--- src/rtl/accumulator_stage_pkg.sv ---
// Shared definitions for the accumulator stage and its bench.
// Holds the state encodings, the state type and the beat counter width.
package accumulator_stage_pkg;

    // State encodings, shared by the stage and the bench
    localparam logic StateAccumEnc = 1'b0;
    localparam logic StateDoneEnc  = 1'b1;

    // Width of the beat counter; also bounds the legal burst length (1..255)
    localparam int unsigned CountWidth = 8;

    typedef enum logic {
        StAccum = StateAccumEnc,
        StDone  = StateDoneEnc
    } acc_state_e;

endpackage

--- src/rtl/structural_adder.sv ---
// N-bit ripple-carry adder.
// Produces an N+1-bit result whose top bit is the carry-out.
module structural_adder #(
    parameter int unsigned N = 32
) (
    input  logic [N-1:0] a,
    input  logic [N-1:0] b,
    output logic [N:0]   sum
);

    // Bit-serial full-adder chain, carry rippling from bit 0 upward
    always_comb begin
        logic c;
        c   = 1'b0;
        sum = '0;
        for (int i = 0; i < N; i++) begin
            sum[i] = a[i] ^ b[i] ^ c;
            c      = (a[i] & b[i]) | (c & (a[i] ^ b[i]));
        end
        sum[N] = c;
    end

endmodule

--- src/rtl/accumulator_stage.sv ---
// Burst accumulator: sums BURST accepted beats modulo 2^N, tracks a sticky
// carry-out, then holds the result until downstream consumes it.
module accumulator_stage
    import accumulator_stage_pkg::*;
#(
    parameter int unsigned N     = 32,
    parameter int unsigned BURST = 4
) (
    input  logic         clk,
    input  logic         rst,
    input  logic [N-1:0] in_data,
    input  logic         in_valid,
    output logic         in_ready,
    output logic [N-1:0] out_sum,
    output logic         out_ovf,
    output logic         out_valid,
    input  logic         out_ready,
    output logic [7:0]   count
);

    // Count value held just before the final beat of a burst
    localparam logic [CountWidth-1:0] LastCount = CountWidth'(BURST - 1);

    acc_state_e      state_q;
    logic [N-1:0]    acc_q;
    logic            ovf_q;
    logic [7:0]      count_q;
    logic [N:0]      add_sum;
    logic            xfer;
    logic            last_beat;

    structural_adder #(
        .N (N)
    ) u_adder (
        .a   (acc_q),
        .b   (in_data),
        .sum (add_sum)
    );

    // Handshake decode depends on state only
    assign in_ready  = (state_q == StAccum);
    assign out_valid = (state_q == StDone);
    assign xfer      = in_valid && in_ready;
    assign last_beat = (count_q == LastCount);

    assign out_sum = acc_q;
    assign out_ovf = ovf_q;
    assign count   = count_q;

    // FSM and datapath registers; reset wins over transfer and consume
    always_ff @(posedge clk) begin
        if (rst) begin
            state_q <= StAccum;
            acc_q   <= '0;
            ovf_q   <= 1'b0;
            count_q <= '0;
        end else begin
            unique case (state_q)
                StAccum: begin
                    if (xfer) begin
                        acc_q   <= add_sum[N-1:0];
                        ovf_q   <= ovf_q | add_sum[N];
                        count_q <= count_q + 8'd1;
                        if (last_beat) begin
                            state_q <= StDone;
                        end
                    end
                end
                StDone: begin
                    // Consume clears everything; the input is not looked at
                    // this cycle, so the next burst starts on the following edge
                    if (out_ready) begin
                        acc_q   <= '0;
                        ovf_q   <= 1'b0;
                        count_q <= '0;
                        state_q <= StAccum;
                    end
                end
                default: begin
                    state_q <= StAccum;
                end
            endcase
        end
    end

endmodule

--- config.mk ---
export PLATFORM = sky130hd
export DESIGN_NAME = accumulator_stage
export DESIGN_NICKNAME = d
export VERILOG_FILES = /design/src/rtl/accumulator_stage_pkg.sv /design/src/rtl/structural_adder.sv /design/src/rtl/accumulator_stage.sv
export SDC_FILE = /design/constraint.sdc
export NUM_CORES = 1
export LEC_CHECK = 0
export CORE_MARGIN = 10
export CORE_UTILIZATION = 42
export CTS_CLUSTER_DIAMETER = 50
export DETAILED_ROUTE_END_ITERATION = 7
export PLACE_DENSITY = 0.76
export SETUP_SLACK_MARGIN = 0.1
export SLEW_MARGIN = 40
export SYNTH_ARGS = -nofsm -noshare
export SYNTH_HDL_FRONTEND = slang
export SYNTH_SLANG_ARGS = --single-unit
--- constraint.sdc ---
create_clock -name clk -period 15.15 [get_ports clk]
set_input_delay 3.03 -clock clk [delete_from_list [all_inputs] [get_ports clk]]
set_output_delay 3.03 -clock clk [all_outputs]
set_load 0.03 [all_outputs]
==> out/qor.csv <==
stage,metric,value,unit
logic_synthesis,ys_seq_area_share,33.5,%
layout,regArea,841,um2
logic_synthesis,synth-main-ff-cell,dfxtp_1,
logic_synthesis,synth-seq-cells,42,
placement,io_buffers,78,
logic_synthesis,synthArstFlopShare,0,%
clocking,clock_path_buffers,2,
layout,multi_input_area,1450,um2
logic_synthesis,avgSynthCellArea,8.95,um2
placement,place_congestion,0.783,
timing,setup_viol,0,
pwr,power,0.000351,W
setup_path,start_kind,primary input,
grt,grt_pass1_wl,10600,um
logic_synthesis,synth.mux.area_fraction,2.20,%
logic_synthesis,synthXorXnorAreaFrac,0,%
detailed_routing,firstDrtPassIters,4,
detailed_routing,drt_drc_violations_left,0,
clocking,clock-root-buffer,clkbuf_8,
floorplan,dieHeight,97.2,um
layout,drive_above_1_share,10.6,%
detailed_routing,postRouteAntennaNets,0,
clocking,clock_latency,0.30,ns
timing,timing.fmax,67.9,MHz
grt,antenna_found_initial,0,
logic_synthesis,ys_types,28,
grt,gr-total-overflow,0,
clocking,cts_tree,built,
logic_synthesis,yosys.area_share.simple,17.4,%
logic_synthesis,synth_most_common_cell,inv_1,
placement,dp.cells,424,
logic_synthesis,synth_top_family_by_area,adder cells,
setup_path,critPathRequiredTime,15.33,ns
timing,relSlewSlack,53.7,%
floorplan,core_area,5850,um2
floorplan,dieArea,9460,um2
logic_synthesis,synth_nets,349,
timing,finalMaxSlewViolations,0,
setup_path,reg2reg_from,out_sum[0]$_SDFFE_PP0P_,
detailed_routing,vias,2025,
pwr,leakage,1.32,nW
clocking,cts_max_level,2,
layout,instances_no_fill,432,
timing,worst_pin_slew,0.694,ns
setup_path,slowest_stage,clkdlybuf4s50_1,
floorplan,fp.dieW,97.2,um
run,cap_viol_max_count,0,
setup_path,crit_path_start,in_data[0],
floorplan,start_util,42.8,%
clocking,cts_sinks,42,
logic_synthesis,yosys_warnings,0,
layout,flow.area_growth_from_synthesis,40.9,%
logic_synthesis,netlist_area,2510,um2
grt,grt_use_total,13.3,%
grt,grt_max_degree,45,
setup_path,path_class,primary input to flip-flop,
detailed_routing,avgRoutedWirePerCell,14.2,um
setup_path,crit_path_max_incr_delay,0.46,ns
worst_hold_path,holdCritStartpoint,out_sum[24]$_SDFFE_PP0P_,
grt,grt_pass1_vias,2213,
logic_synthesis,synth_compound_area_share,10.0,%
logic_synthesis,synthTopCellsByCount,"inv_1 (60), dfxtp_1 (42), a21oi_1 (35)",
detailed_routing,vias_per_cell,4.69,
logic_synthesis,synth_top_cell_by_area,dfxtp_1,
layout,antennaDiodeCount,0,
floorplan,io_pins,79,
layout,nFillCells,524,
logic_synthesis,synth_edf_count,0,
setup_path,worstPathMaxFanout,1,
pwr,ir_drop,0.0699,mV
worst_hold_path,hold_depth,2,
setup_path,cpMostUsedCell,fa_2,
timing,rsz0062_at_grt,no,
status,status,"finished, final reports clean",
clocking,cts_hold_buf,0,
timing,period_needed,14.72,ns
layout,layout.nets,425,
setup_path,critical_path_arrival,14.90,ns
placement,detailed_place_hpwl,4650,um
clocking,numCtsBuffers,5,
logic_synthesis,synth_top_area_share,33.5,%
clocking,path_clk_slew,0.09,ns
clocking,post-cts-setup-buffers,0,
timing,period_share,97.2,%
layout,postLayoutCoreUtil,60.4,%
timing,hold_viol,0,
worst_hold_path,hold_class,flip-flop to flip-flop,
logic_synthesis,synth_adder_area_share,25.8,%
logic_synthesis,synthTopCellsByArea,"dfxtp_1 (34%), fa_1 (25%), inv_1 (9.0%)",
setup_path,r2r_cells,36,
timing,skew,0.00830,ns
setup_path,end_kind,flip-flop,
pwr,p_per_area,99.3,nW/um2
detailed_routing,wl,6140,um
floorplan,core.rowCount,28,
detailed_routing,initialDrtViolationCount,84,
logic_synthesis,synthCells,280,
metrics by stage:
stage	TNS [ns]	area (um2)	hold slack, ns	worst slack (ns)
floorplan	0	2510	0.591	0.219
global route	0	3530	0.499	0.133
detailed placement	-2.28	3360	0.467	-0.820
CTS	0	3510	0.480	0.123
finish	0	3530	0.479	0.430
global placement	-1.83	3330	0.458	-0.676
logic make-up after synthesis:
group,after synthesis
AO/OA/AOI/OAI,45
AND/OR/NAND/NOR,84
buffers and inverters,72
flip-flops,42
multiplexers,4
adder cells (fa/ha/maj),33
layer usage:
layer | part of all wire (%) | track usage, % | wire length (um) | vias up
li1 | - | - | - | 1005
met1 | 43 | 15.2 | 2610 | 946
met2 | 48 | 22.4 | 2920 | 67
met3 | 8.8 | 5.76 | 543 | 7
met4 | 1.1 | 3.13 | 65 | 0
met5 | 0 | 0 | 0 | -
repair_timing:
action                     4_1_cts  5_1_grt
gates resized for setup         14        8
pin swaps                        0        1
setup endpoints to repair        4        2
area by class of cell:
class	instances	share of cell area, %
flip-flops and latches	42	23.8
multi-input cells	166	40.9
inverters	60	6.38
repair buffers	81	23.0
well taps	75	2.66
clock inverters	3	1.28
clock buffers	5	1.95
path summary, 6_finish.rpt:
| kind | endpoint | slack [ns] |
|---|---|---|
| setup / recovery | out_sum[31]$_SDFFE_PP0P_ | 0.43 |
| hold / removal | out_sum[24]$_SDFFE_PP0P_ | 0.48 |
| hold reg to reg | out_sum[24]$_SDFFE_PP0P_ | 0.48 |
| setup reg to reg | out_sum[31]$_SDFFE_PP0P_ | 3.24 |
worst max-delay path, delay by kind of cell:
kind                     cells  cell delay, ns
adder cells (fa/ha/maj)     32           11.07
AO/OA/AOI/OAI                1            0.17
buffers and inverters        3            0.58
AND/OR/NAND/NOR              1            0.05
where the power goes:
part	internal [W]	switching, W	leakage [nW]
Combinational	0.0000611	0.0000664	0.930
Sequential	0.000123	0.00000955	0.345
Clock	0.0000491	0.0000420	0.0504
Total	0.000233	0.000118	1.32
flip-flops by register name, indices dropped and copies added, names as in the netlist:
| register | count |
|---|---|
| out_ovf | 1 |
| count | 8 |
| out_sum | 32 |
| out_valid | 1 |
layout by cell type, fill, tap and decap left out, types with 2 or more instances in the layout:
| cell type | synthesis | layout |
|---|---|---|
| clkdlybuf4s50_1 | 0 | 77 |
| inv_1 | 60 | 60 |
| dfxtp_1 | 42 | 42 |
| a21oi_1 | 35 | 35 |
| nand2_1 | 30 | 30 |
| nand2b_1 | 29 | 29 |
| fa_2 | 0 | 21 |
| nor2_1 | 10 | 10 |
| fa_1 | 31 | 10 |
| a22oi_1 | 6 | 5 |
| clkbuf_8 | 0 | 5 |
| nand4_1 | 3 | 3 |
| nand3_1 | 2 | 2 |
| nor3b_1 | 2 | 2 |
| and3_1 | 2 | 2 |
| mux2_2 | 2 | 2 |
| a211oi_1 | 2 | 2 |
| ha_1 | 2 | 2 |
| clkinvlp_4 | 0 | 2 |
| buf_4 | 0 | 2 |
No activity file was read; power rests on OpenSTA's default activity.
